<file path="config.mk">
export PLATFORM = sky130hd
export DESIGN_NAME = cnn_layer_accel_weight_seq_ctrl
export DESIGN_NICKNAME = d
export VERILOG_FILES = /design/src/rtl/cnn_layer_accel_weight_seq_ctrl.sv
export SDC_FILE = /design/constraint.sdc
export NUM_CORES = 1
export LEC_CHECK = 0
export BUFFER_PORTS_ARGS = -buffer_cell sky130_fd_sc_hd__buf_2
export CAP_MARGIN = 20
export CORE_ASPECT_RATIO = 0.75
export CORE_MARGIN = 2
export CORE_UTILIZATION = 50
export CTS_BUF_LIST = sky130_fd_sc_hd__clkbuf_4 sky130_fd_sc_hd__clkbuf_8
export DETAILED_ROUTE_END_ITERATION = 6
export GPL_ROUTABILITY_DRIVEN = 1
export PLACE_DENSITY = 0.7
export REMOVE_ABC_BUFFERS = 1
export SLEW_MARGIN = 25
export SYNTH_ARGS = -nofsm -noshare
export SYNTH_HDL_FRONTEND = slang
export SYNTH_SLANG_ARGS = --single-unit
export TNS_END_PERCENT = 5
</file>
<file path="constraint.sdc">
create_clock -name clk -period 4.6 [get_ports clk]
set_input_delay 0.46 -clock clk [delete_from_list [all_inputs] [get_ports clk]]
set_output_delay 0.46 -clock clk [all_outputs]
set_load 0.01 [all_outputs]
</file>
<file path="src/rtl/cnn_layer_accel_weight_seq_ctrl.sv">
// Weight-sequence read controller: walks the weight table seq_len entries per pass, num_rpt passes.
// Optional back-pressure is enabled by defining WHT_SEQ_CTRL_STALL_EN; otherwise stall is ignored.
`ifndef NUM_WHT_SEQ_VALUES
`define NUM_WHT_SEQ_VALUES 5
`endif

module cnn_layer_accel_weight_seq_ctrl #(
  parameter int C_RDADDR_WIDTH = $clog2(`NUM_WHT_SEQ_VALUES),
  parameter int C_RPT_WIDTH    = 16
) (
  input  logic                      clk,
  input  logic                      rst,
  input  logic                      start,
  input  logic [C_RDADDR_WIDTH:0]   seq_len,
  input  logic [C_RPT_WIDTH-1:0]    num_rpt,
  input  logic                      stall,
  output logic [C_RDADDR_WIDTH-1:0] rdAddr,
  output logic                      rden,
  output logic                      seq_valid,
  output logic                      seq_last,
  output logic                      busy,
  output logic                      done,
  output logic                      cfg_err
);

  localparam logic [C_RDADDR_WIDTH:0]   LEN_MAX   = (C_RDADDR_WIDTH+1)'(`NUM_WHT_SEQ_VALUES);
  localparam logic [C_RDADDR_WIDTH:0]   LEN_ONE   = (C_RDADDR_WIDTH+1)'(1);
  localparam logic [C_RDADDR_WIDTH:0]   LEN_ZERO  = (C_RDADDR_WIDTH+1)'(0);
  localparam logic [C_RPT_WIDTH-1:0]    RPT_ONE   = C_RPT_WIDTH'(1);
  localparam logic [C_RPT_WIDTH-1:0]    RPT_ZERO  = C_RPT_WIDTH'(0);
  localparam logic [C_RDADDR_WIDTH-1:0] ADDR_ONE  = C_RDADDR_WIDTH'(1);
  localparam logic [C_RDADDR_WIDTH-1:0] ADDR_ZERO = C_RDADDR_WIDTH'(0);

  typedef enum logic [1:0] {
    IDLE  = 2'd0,
    RUN   = 2'd1,
    DRAIN = 2'd2,
    DONE  = 2'd3
  } state_t;

  state_t                    state_r;
  state_t                    state_nxt_s;
  logic [C_RDADDR_WIDTH:0]   seq_len_r;
  logic [C_RPT_WIDTH-1:0]    num_rpt_r;
  logic [C_RDADDR_WIDTH-1:0] addr_r;
  logic [C_RDADDR_WIDTH-1:0] last_addr_r;
  logic [C_RPT_WIDTH-1:0]    pass_r;
  logic                      seq_valid_r;
  logic                      seq_last_r;
  logic                      cfg_err_r;
  logic                      rden_s;
  logic                      stall_eff_s;
  logic                      cfg_bad_s;
  logic                      start_ok_s;
  logic                      addr_last_s;
  logic                      pass_last_s;

`ifdef WHT_SEQ_CTRL_STALL_EN
  assign stall_eff_s = stall;
`else
  logic stall_unused_s;
  assign stall_unused_s = stall;
  assign stall_eff_s    = 1'b0;
`endif

  assign cfg_bad_s   = (seq_len == LEN_ZERO) || (seq_len > LEN_MAX) || (num_rpt == RPT_ZERO);
  assign start_ok_s  = (state_r == IDLE) && start && !cfg_bad_s;
  assign addr_last_s = ({1'b0, addr_r} == (seq_len_r - LEN_ONE));
  assign pass_last_s = (pass_r == (num_rpt_r - RPT_ONE));

  // State register
  always_ff @(posedge clk or negedge rst) begin
    if (!rst) begin
      state_r <= IDLE;
    end else begin
      state_r <= state_nxt_s;
    end
  end

  // Next-state and read-issue decode
  always_comb begin
    state_nxt_s = state_r;
    rden_s      = 1'b0;
    case (state_r)
      IDLE: begin
        if (start_ok_s) begin
          state_nxt_s = RUN;
        end else begin
          state_nxt_s = IDLE;
        end
      end
      RUN: begin
        if (!stall_eff_s) begin
          rden_s = 1'b1;
          if (addr_last_s && pass_last_s) begin
            state_nxt_s = DRAIN;
          end else begin
            state_nxt_s = RUN;
          end
        end else begin
          state_nxt_s = RUN;
        end
      end
      DRAIN:   state_nxt_s = DONE;
      DONE:    state_nxt_s = IDLE;
      default: state_nxt_s = IDLE;
    endcase
  end

  // Job configuration latch plus address/pass counters
  always_ff @(posedge clk or negedge rst) begin
    if (!rst) begin
      seq_len_r   <= LEN_ZERO;
      num_rpt_r   <= RPT_ZERO;
      addr_r      <= ADDR_ZERO;
      last_addr_r <= ADDR_ZERO;
      pass_r      <= RPT_ZERO;
    end else if (start_ok_s) begin
      seq_len_r <= seq_len;
      num_rpt_r <= num_rpt;
      addr_r    <= ADDR_ZERO;
      pass_r    <= RPT_ZERO;
    end else if (rden_s) begin
      last_addr_r <= addr_r;
      if (addr_last_s) begin
        addr_r <= ADDR_ZERO;
        pass_r <= pass_r + RPT_ONE;
      end else begin
        addr_r <= addr_r + ADDR_ONE;
      end
    end
  end

  // Read-data qualifiers delayed by the table latency, plus config-error pulse
  always_ff @(posedge clk or negedge rst) begin
    if (!rst) begin
      seq_valid_r <= 1'b0;
      seq_last_r  <= 1'b0;
      cfg_err_r   <= 1'b0;
    end else begin
      seq_valid_r <= rden_s;
      seq_last_r  <= rden_s && addr_last_s;
      cfg_err_r   <= (state_r == IDLE) && start && cfg_bad_s;
    end
  end

  // rdAddr holds the last issued address while no read is being made
  assign rdAddr    = rden_s ? addr_r : last_addr_r;
  assign rden      = rden_s;
  assign seq_valid = seq_valid_r;
  assign seq_last  = seq_last_r;
  assign busy      = (state_r != IDLE);
  assign done      = (state_r == DONE);
  assign cfg_err   = cfg_err_r;

endmodule

</file>
Word level (Yosys, flattened, before mapping). Index checks and enable logic that the tools add are counted.

Logic and storage cells: 45. Input port bits: 24. Memories kept: 0. Latch bits: 0. Bits in registers: 47. Memory bits (read-only): 0. Bits in writable memories: 0.

Shift operators: 0. Bitwise gates (word level): 0. Multiply operators: 0. Add/sub/neg operators: 4. Div/mod/pow operators: 0. Magnitude comparators: 1. Muxes and demuxes: 11. Equal/unequal tests: 5. Reduce and logical (&&, ||, !) cells: 15.

Operators by type and width (count): $mux W16 (3); $add A16 B1 Y16 const B (1); $eq A16 B16 Y1 (1); $logic_not A16 Y1 (1); $sub A16 B1 Y16 const B (1); $mux W3 (4); $pmux W2 S4 (1); $reduce_bool A2 Y1 (3); $logic_and A1 B1 Y1 (5); $eq A2 B2 Y1 const B (2); $eq A3 B4 Y1 (1); $gt A4 B3 Y1 const B (1); $logic_not A4 Y1 (1); $sub A4 B1 Y4 const B (1); $add A3 B1 Y3 const B (1); $eq A2 B1 Y1 const B (1); $logic_not A2 Y1 (1); $logic_or A1 B1 Y1 (2); $mux W1 (2); $mux W2 (1); $reduce_and A2 Y1 (1); $logic_not A1 Y1 (1).

Depth between registers and ports, before layout. Gate-level depths: netlist (run 1).

Depth after elaboration: 7. Gate-level depth with buffers: 9. Gate-level depth less buffers: 8.

Worst setup path before layout (run 1). Ideal clock, no wire load.

Kind: register to register. From: reg num_rpt_r[2]. To: reg state_r[0]. Clock period less this slack: 2.383 ns. Required time: 4.476 ns. Stages on the path, launching flop included: 8. Path slack: 2.217 ns. Data arrival time: 2.259 ns. Path buffers: 2. Cell sequence: dfrtp_1 buf_6 or4_4 buf_6 or4_4 a221oi_2 nand4_1 a211o_1.

Word-level cells in the longest chain between the ends: 5.

Ends and longest elaborated chain: from (decl) (RTL line 44) `logic [C_RPT_WIDTH-1:0] num_rpt_r;`; from (signal assigned) (RTL line 120) `num_rpt_r <= num_rpt;`; $sub A16 B1 Y16 (RTL line 69) `assign pass_last_s = (pass_r == (num_rpt_r - RPT_ONE));`; $eq A16 B16 Y1 (RTL line 69); $logic_and A1 B1 Y1 (RTL line 95) `if (addr_last_s && pass_last_s) begin`; $mux W2 (RTL line 95); $pmux W2 S4 (RTL line 84) `case (state_r)`; via state_nxt_s[0] (RTL line 42) `state_t state_nxt_s;`; to (signal assigned) (RTL line 76) `state_r <= state_nxt_s;`; to (decl) (RTL line 41) `state_t state_r;`.

The timed path passes the listed nets, and every way through them passes these cells. A chain may end at the register's enable or synchronous reset.

Worst setup path in the final report (run 1).
From: reg num_rpt_r[0]. To: reg state_r[0].

The elaborated chain is that of the path after synthesis.

==> results of run 1 <==
## kinds of logic after synthesis
kind of cell,after synthesis,share of synthesized area
buf+inv,20,0.0342
xor+xnor,40,0.136
fa+ha+maj,4,0.0187
flops,47,0.440
compound gates,36,0.0932
mux,23,0.0955
simple gates,89,0.182
## power by group
group	leakage, nW	switching, mW	internal, mW
Combinational	0.612	0.370	0.387
Sequential	0.588	0.209	0.564
Clock	0.0688	0.139	0.223
Total	1.27	0.718	1.17
## worst max-delay path by stage
| stage | start | end | slack, ps | cells after the start |
|---|---|---|---|---|
| 4_1_cts | num_rpt_r[0] | state_r[0] | 2080 | 8 |
| 2_1_floorplan | seq_len[1] | pass_r[15] | 2240 | 6 |
| 3_5_place_dp | num_rpt_r[0] | state_r[0] | 2090 | 8 |
| 3_3_place_gp | num_rpt[5] | pass_r[15] | 2120 | 8 |
| 6_report | num_rpt_r[0] | state_r[0] | 2070 | 8 |
| 5_1_grt | seq_len_r[0] | pass_r[10] | 1880 | 7 |
## area by class of cell
cell class              instances  share of cell area
well taps                      75              0.0312
multi-input cells             192               0.467
flip-flops and latches         47               0.391
clock buffers                   6              0.0254
clock inverters                 2              0.0200
repair buffers                 32              0.0549
inverters                       8             0.00999
## registers in the layout, summed over array words and instances (netlist names), named ones only
| register | flops |
|---|---|
| last_addr_r | 3 |
| pass_r | 16 |
| seq_last | 1 |
| num_rpt_r | 16 |
| cfg_err | 1 |
| addr_r | 3 |
| state_r | 1 |
| seq_len_r | 4 |
| seq_valid | 1 |
## stage by stage
stage | setup WS [ps] | power [mW] | cells | cell area (um2)
floorplan | 2240 | 1.32 | 247 | 2610
global placement | 2120 | 1.49 | 354 | 2870
detailed placement | 2090 | 1.53 | 354 | 2870
CTS | 2080 | 1.90 | 362 | 3010
global route | 1880 | 2.04 | 362 | 3010
finish | 2070 | 1.89 | 362 | 3010
## synth_stat cells, types with 3 or more instances
master,instances,area (um2)
nor4_1,10,62.6
dfrtp_1,47,1180
inv_1,8,30.0
and3_1,4,25.0
ha_1,4,50.1
mux2_2,20,225
and2_1,3,18.8
o21ai_0,10,50.1
nand2_1,15,56.3
or3_1,4,25.0
clkbuf_1,9,33.8
xor2_1,14,123
nor2b_1,3,18.8
or4_1,3,22.5
o211ai_1,4,30.0
nor3_1,6,30.0
nand4_1,7,43.8
nor2_1,21,78.8
xnor2_1,25,219
mux2i_1,3,30.0
a21oi_1,7,35.0
## routing by layer
metal,GRT usage,part of all wire,wire [um]
met5,0,0,0
met4,0.0682,0.014,79
met3,0.0440,0.043,247
met2,0.316,0.44,2500
met1,0.321,0.50,2880
==> impl_metrics.py, run 1 <==
metrics = {
    "run_status": {
        "status": "finished clean",
    },
    "floorplanning": {
        "die-area_um2": 5950,
        "dieWidth_um": 88.4,
        "fp.dieH_um": 67.3,
        "io_pins": 33,
        "rows": 23,
        "initial_core_util": 0.510,
        "core_region_area_um2": 5240,
    },
    "yosys": {
        "synth_area_um2": 2670,
        "synthFlopType": "dfrtp_1",
        "async_reset_ff_frac": 1.00,
        "ys_types": 44,
        "syn_inst": 259,
        "synth_edf_count": 0,
        "synth_seq_cells": 47,
        "avgSynthCellArea_um2": 10.3,
        "yosysWarningCount": 0,
        "ys_seq_area_frac": 0.440,
    },
    "final_layout": {
        "multi_input_comb_area_um2": 1410,
        "syn2layout_area_growth_pct": 12.5,
        "post-route-util": 0.574,
        "final_cell_mix": "47 x dfrtp_1, 30 x buf_2, 25 x xnor2_1",
        "layout_commonest_cell": "dfrtp_1",
        "layout.nets": 314,
        "final-seq-area_um2": 1180,
        "fill_cells": 484,
        "n_antenna_cell": 0,
        "drive_above_1_share": 0.226,
    },
    "critical_path": {
        "start_kind": "register",
        "rr_startpoint": "num_rpt_r[0]",
        "cp_slowest_cell": "dfrtp_1",
        "reg2reg_depth": 8,
        "worstPathArrival_ps": 2710,
        "cp.required_ps": 4780,
        "slowest_delay_ps": 430,
        "critPathBufInv": 1,
        "timing.rr.end": "state_r[0]",
        "r2r_setup_slack_ps": 2070,
        "cp_cell_sequence": "inv_1, ha_1, or3b_1, nor4_1, xnor2_1, a2111oi_2, nand4_1, a211o_1",
        "end_kind": "register",
        "path_class": "reg2reg",
        "crit_family": "simple AND/OR/NAND/NOR gates",
        "cp_max_fo": 5,
    },
    "clock_tree": {
        "post-cts-setup-buffers": 0,
        "clkSinkCount": 47,
        "ctsResizeCount": 0,
        "clock_tree.buffer_depth": 2,
        "clk_pin_slew_ps": 90,
        "root_buffer": "clkbuf_8",
        "ctsHtreeMaxLevel": 2,
        "hold_buffers": 0,
        "cts_tree": "done",
        "numCtsBuffers": 5,
        "insertion_delay_ps": 300,
    },
    "flow_run": {
        "maxCapViolCount": 0,
    },
    "route": {
        "drt_iter0_drc": 171,
        "ant_nets": 0,
        "num_vias": 2030,
        "via_per_inst": 5.61,
        "dr.pass1.iters": 4,
        "drc": 0,
        "wl_um": 5710,
        "wl_per_cell_um": 15.8,
    },
    "power_and_ir_drop": {
        "p_leak_nw": 1.27,
        "ir_drop_mv": 0.338,
        "power_density_nw_per_um2": 629,
    },
    "sta": {
        "fin_crit_ps": 2530,
        "rsz0062_at_grt": "no",
        "setup_tns_ps": 0,
        "hold_viol": 0,
        "final-max-slew-violation-count": 0,
        "fin_crit_sh": 0.549,
        "worstMarginPinSlew_ps": 697,
        "holdWs_ps": 167,
        "fin_skew_ps": 14.0,
        "relSlewSlack": 0.531,
        "fmax_mhz": 396,
        "setup_violations": 0,
    },
    "place": {
        "gp_congestion": 0.840,
        "io_buffers": 31,
        "dp_hpwl_um": 4040,
    },
    "global_routing": {
        "gr-total-overflow": 0,
        "grt_pass1_vias": 1969,
        "grt_max_degree": 48,
        "grt_pass1_wl_um": 9770,
        "grt_usage": 0.216,
        "antenna_found_initial": 0,
    },
    "min_path": {
        "hold_class": "in2async",
    },
}
Note: power is estimated with default switching activity, not from simulation.
==> run 2: changes to the inputs <==
- ABC_AREA: default -> 1
- PLACE_DENSITY: 0.7 -> 0.73
- clock period: 4.6 -> 2.3 ns (I/O delays scaled with it)
==> impl_metrics.py, run 2 <==
metrics = {
    "route": {
        "via_per_inst": 5.09,
        "drc": 0,
        "dr.pass1.iters": 6,
        "ant_nets": 0,
        "num_vias": 2592,
        "wl_um": 6570,
        "drt_iter0_drc": 246,
        "wl_per_cell_um": 12.9,
    },
    "final_layout": {
        "final_cell_mix": "80 x nand2_1, 52 x inv_1, 52 x nor2_1",
        "post-route-util": 0.572,
        "syn2layout_area_growth_pct": 11.8,
        "n_antenna_cell": 0,
        "layout.nets": 458,
        "layout_commonest_cell": "nand2_1",
        "fill_cells": 561,
        "largestRegisters": "num_rpt_r (16), pass_r (16), seq_len_r (4)",
        "drive_above_1_share": 0.151,
    },
    "yosys": {
        "synth_seq_cells": 47,
        "synth_area_um2": 2950,
        "ys_seq_area_frac": 0.398,
        "async_reset_ff_frac": 1.00,
        "yosysWarningCount": 0,
        "avgSynthCellArea_um2": 7.47,
        "synthFlopType": "dfrtp_1",
        "synth_common_cells": "80 x nand2_1, 52 x inv_1, 52 x nor2_1, 47 x dfrtp_1, 37 x nand3_1",
        "synth_most_common_cell": "nand2_1",
        "synth_top_area_frac": 0.398,
        "synth_edf_count": 0,
        "synth_area_leader_cell": "dfrtp_1",
        "ys_types": 28,
        "synth_area_leaders": "dfrtp_1 40%, nand2_1 10%, xor2_1 6.8%",
        "syn_inst": 395,
    },
    "floorplanning": {
        "rows": 24,
        "core_region_area_um2": 5770,
        "io_pins": 33,
        "fp.dieH_um": 70.5,
        "die-area_um2": 6540,
        "initial_core_util": 0.512,
        "dieWidth_um": 92.7,
    },
    "place": {
        "dp_hpwl_um": 4920,
        "io_buffers": 31,
        "gp_congestion": 0.943,
        "dp_slack_ps": 371,
    },
    "clock_tree": {
        "insertion_delay_ps": 310,
        "root_buffer": "clkbuf_8",
        "ctsHtreeMaxLevel": 2,
        "numCtsBuffers": 5,
        "cts_tree": "done",
        "clk_pin_slew_ps": 90,
        "clkSinkCount": 47,
        "ctsResizeCount": 0,
        "clock_tree.buffer_depth": 2,
    },
    "power_and_ir_drop": {
        "p_int_mw": 1.18,
        "swShare": 0.221,
        "switchingPower_mw": 0.333,
        "pwr-share-clk": 0.420,
        "ir_drop_mv": 0.217,
        "power_frac_comb": 0.033,
        "pwr-share-seq": 0.547,
        "p_leak_nw": 1.61,
        "power_density_nw_per_um2": 457,
        "p_total_mw": 1.51,
    },
    "global_routing": {
        "grt_pass1_wl_um": 11300,
        "grt_usage": 0.216,
        "grt_pass1_vias": 2347,
        "antenna_found_initial": 0,
        "gr-total-overflow": 0,
        "grt_max_degree": 33,
    },
    "sta": {
        "fmax_mhz": 503,
        "fin_skew_ps": 5.51,
        "holdWs_ps": 155,
        "setup_tns_ps": 0,
        "rsz0062_at_grt": "no",
        "hold_viol": 0,
        "relSlewSlack": 0.687,
        "setup_violations": 0,
        "fin_crit_sh": 0.865,
        "fin_crit_ps": 1990,
        "final-max-slew-violation-count": 0,
        "worst_slack_ps": 311,
        "worstMarginPinSlew_ps": 465,
    },
    "critical_path": {
        "start_kind": "register",
        "cp_max_fo": 4,
        "end_kind": "register",
        "cp-endpoint": "state_r[0]",
        "worstSetupPathDepth": 13,
        "critPathBufInv": 1,
        "cp_common_cell": "nand2_1",
        "worstPathArrival_ps": 2200,
        "path_class": "reg2reg",
        "cp_slowest_cell": "dfrtp_1",
        "cp.required_ps": 2510,
        "r2r_setup_slack_ps": 310,
        "timing.rr.end": "state_r[0]",
        "startpoint": "num_rpt_r[0]",
        "rr_startpoint": "num_rpt_r[0]",
        "slowest_delay_ps": 410,
        "reg2reg_depth": 13,
        "crit_family": "simple AND/OR/NAND/NOR gates",
        "cp_cell_sequence": "inv_1, ha_1, nand2_1, nor2_1, nand2_1, nand3_1, nand2_1, nor2_1, nand3_1, nor2_1, nand3_1, nand2_1, nand2_1",
    },
    "flow_run": {
        "maxCapViolCount": 0,
    },
    "run_status": {
        "status": "finished clean",
    },
    "min_path": {
        "hold_class": "in2reg",
    },
}
[run 2: cell types whose count changed in the layout (fill, tap and decap cells not counted), moves of 5 or more]
cell     delta
inv_1      +44
nand3_2     +7
xnor2_1    -18
mux2_2     -20
nand2_1    +65
o21ai_0     +6
xor2_1      +9
nand3_1    +35
nor2_1     +31
nor2_2      +5
o21ai_1    +12
a21oi_1    +11
[run 2: stage by stage]
stage,cells,instance area (um2)
2_1_floorplan,386,2880
3_3_place_gp,500,3170
3_5_place_dp,500,3170
4_1_cts,509,3300
5_1_grt,509,3300
6_report,509,3300
[run 2: how the worst min path moves through the flow]
| stage | startpoint | to | cells past startpoint |
|---|---|---|---|
| 2_1_floorplan | rst | asynchronous set/reset pin | 0 |
| 3_3_place_gp | rst | num_rpt_r[1] | 1 |
| 3_5_place_dp | rst | num_rpt_r[1] | 1 |
| 4_1_cts | num_rpt[13] | num_rpt_r[13] | 3 |
| 5_1_grt | num_rpt[13] | num_rpt_r[13] | 3 |
| 6_report | num_rpt[13] | num_rpt_r[13] | 3 |
[run 2: logic make-up after synthesis]
| group | Yosys count | synth area share |
|---|---|---|
| AOI/OAI and AO/OA | 48 | 0.0865 |
| and+or+nand+nor | 204 | 0.317 |
| buffers and inverters | 62 | 0.0924 |
| xor gates and xnor gates | 30 | 0.0890 |
| adders and majority gates | 4 | 0.0170 |
| DFF | 47 | 0.398 |
[run 2: cell type report]
type,count,area (um2),area share
Sequential cell,47,1180,0.356
Clock inverter,3,47.5,0.0144
Clock buffer,5,68.8,0.0209
Timing Repair Buffer,37,203,0.0614
Tap cell,78,97.6,0.0296
Inverter,53,204,0.0618
Multi-Input combinational cell,286,1500,0.455
[run 2: routing by layer]
metal	GRT usage	share of wire	vias up
met5	0	0	-
met4	0.0507	0.0081	0
met3	0.0532	0.060	7
met2	0.306	0.41	77
met1	0.334	0.52	1180
li1	-	-	1328
[run 2: worst min-delay path, stage by stage]
cell     delay, ps
buf_2          100
inv_1           40
o21ai_1         50
[run 2: power groups by stage]
stage / Sequential (mW) / Clock (mW) / Combinational, mW
finish: 0.826 / 0.633 / 0.0501
CTS: 0.826 / 0.649 / 0.0519
global placement: 0.842 / 0 / 0.0492
floorplan: 0.842 / 0 / 0.00560
global route: 0.826 / 0.682 / 0.0582
detailed placement: 0.842 / 0 / 0.0504
[run 2: repair_timing]
action,CTS,global route
hold buffers,1,0
endpoints found under the hold margin,16,0
setup buffers,0,0
==> run 3: changes to the inputs <==
--- a/config.mk
+++ b/config.mk
@@ -16,2 +16,3 @@
 export GPL_ROUTABILITY_DRIVEN = 1
+export MAX_ROUTING_LAYER = met4
 export PLACE_DENSITY = 0.73
==> constraint.sdc (replaced) <==
create_clock -name clk -period 2.3 [get_ports clk]
set_input_delay 0.69 -clock clk [delete_from_list [all_inputs] [get_ports clk]]
set_output_delay 0.69 -clock clk [all_outputs]
set_load 0.01 [all_outputs]
==> impl_metrics.py, run 3 (synthesis gave the netlist of run 2 again) <==
metrics = {
    "clock_tree": {
        "cts_tree": "done",
        "clk_pin_slew_ps": 80,
        "ctsResizeCount": 0,
        "root_buffer": "clkbuf_8",
        "insertion_delay_ps": 300,
        "hold_buffers": 0,
        "ctsHtreeMaxLevel": 2,
        "clkSinkCount": 47,
        "post-cts-setup-buffers": 0,
        "numCtsBuffers": 5,
        "clock_tree.buffer_depth": 2,
    },
    "critical_path": {
        "start_kind": "register",
        "cp_cell_sequence": "nor2_2, inv_1, nor2_1, nor2_1, buf_2",
        "cp.required_ps": 1610,
        "cp_max_fo": 8,
        "worstPathArrival_ps": 1380,
        "cp_slowest_cell": "dfrtp_1",
        "path_class": "reg2out",
        "critPathBufInv": 2,
        "end_kind": "primary output",
        "cp_common_cell": "nor2_1",
        "slowest_delay_ps": 430,
        "crit_family": "flip-flops",
    },
    "power_and_ir_drop": {
        "pwr-share-clk": 0.351,
        "pwr-share-seq": 0.612,
        "ir_drop_mv": 0.230,
        "swShare": 0.214,
        "p_leak_nw": 1.62,
        "p_total_mw": 1.35,
        "p_int_mw": 1.06,
        "power_density_nw_per_um2": 408,
        "switchingPower_mw": 0.288,
        "power_frac_comb": 0.037,
    },
    "sta": {
        "fin_crit_sh": 0.900,
        "rsz0062_at_grt": "no",
        "fmax_mhz": 483,
        "relSlewSlack": 0.697,
        "hold_viol": 0,
        "setup_violations": 0,
        "worstMarginPinSlew_ps": 451,
        "holdWs_ps": 325,
        "fin_crit_ps": 2070,
        "fin_skew_ps": 9.56,
        "final-max-slew-violation-count": 0,
    },
    "route": {
        "dr.pass1.iters": 7,
        "via_per_inst": 5.25,
        "num_vias": 2676,
        "drc": 0,
        "wl_um": 6700,
        "drt_iter0_drc": 297,
        "ant_nets": 0,
        "wl_per_cell_um": 13.1,
    },
    "final_layout": {
        "final_cell_mix": "80 x nand2_1, 52 x inv_1, 51 x nor2_1",
        "drive_above_1_share": 0.157,
        "layout.nets": 461,
        "final-seq-area_um2": 1180,
        "multi_input_comb_area_um2": 1510,
        "largestRegisters": "num_rpt_r (16), pass_r (16), seq_len_r (4)",
        "stdcell_count": 510,
        "n_antenna_cell": 0,
        "layout_commonest_cell": "nand2_1",
        "fill_cells": 554,
        "syn2layout_area_growth_pct": 12.0,
    },
    "floorplanning": {
        "dieWidth_um": 92.7,
        "fp.dieH_um": 70.5,
        "rows": 24,
        "initial_core_util": 0.512,
        "io_pins": 33,
        "core_region_area_um2": 5770,
        "die-area_um2": 6540,
    },
    "place": {
        "gp_congestion": 0.930,
        "dp_hpwl_um": 5190,
        "io_buffers": 31,
        "dp_cells": 504,
    },
    "global_routing": {
        "grt_pass1_wl_um": 11300,
        "grt_pass1_vias": 2429,
        "grt_usage": 0.222,
        "gr-total-overflow": 0,
        "grt_max_degree": 35,
        "antenna_found_initial": 0,
    },
    "min_path": {
        "hold_class": "in2async",
    },
    "run_status": {
        "status": "finished clean",
    },
    "flow_run": {
        "maxCapViolCount": 0,
    },
}
==> run 3: cell count changes in the layout (fill, tap and decap cells not counted), sizes merged <==
cell,change
buf,+4
bufinv,-1
clkbuf,+1
clkinv,-1
dlygate4sd3,-1
inv,-1
==> run 3: power groups by stage <==
stage / logic [mW] / clock network [mW] / registers [mW]
floorplan: 0.00560 / 0 / 0.842
global placement: 0.0498 / 0 / 0.842
detailed placement: 0.0513 / 0 / 0.842
CTS: 0.0514 / 0.486 / 0.825
global route: 0.0573 / 0.518 / 0.826
finish: 0.0498 / 0.473 / 0.826
==> run 3: area by class of cell <==
type,count,area share
Multi-Input combinational cell,286,0.455
Sequential cell,47,0.356
Timing Repair Buffer,40,0.0749
Inverter,53,0.0617
Tap cell,78,0.0295
Clock buffer,6,0.0231
==> run 3: metrics by stage <==
step | instance area [um2] | util | worst slack (ps) | setup TNS [ps]
3_5_place_dp | 3230 | 0.560 | 77.0 | 0
2_1_floorplan | 2880 | - | -52.5 | -52.5
6_report | 3310 | 0.574 | 231 | 0
3_3_place_gp | 3230 | 0.560 | 149 | 0
4_1_cts | 3300 | 0.573 | 201 | 0
5_1_grt | 3310 | 0.574 | 60.6 | 0
==> run 3: worst reg2reg max path, delay by kind of cell (launching register included) <==
family	cells	cell delay, ps
adder cells (fa/ha/maj)	1	250
flip-flops	1	400
buffers and inverters	1	120
AND/OR/NAND/NOR	11	1160
==> run 3: final timing paths <==
| path | start | end | slack (ps) | cells past startpoint |
|---|---|---|---|---|
| max in group asynchronous | rst | seq_len_r[2] | 1400 | 2 |
| max reg2reg | num_rpt_r[0] | state_r[0] | 260 | 13 |
| min | rst | num_rpt_r[2] | 320 | 1 |
| min in group clk | last_addr_r[2] | last_addr_r[2] | 470 | 2 |
| min reg2reg | last_addr_r[2] | last_addr_r[2] | 470 | 2 |
| max | register | rdAddr[0] | 230 | 5 |
==> run 3: routing by layer <==
| layer | part of all wire | up-vias | global-route usage |
|---|---|---|---|
| li1 | - | 1329 | - |
| met1 | 0.51 | 1235 | 0.331 |
| met2 | 0.41 | 101 | 0.324 |
| met3 | 0.066 | 11 | 0.0319 |
| met4 | 0.012 | 0 | 0.0523 |
| met5 | 0 | - | - |
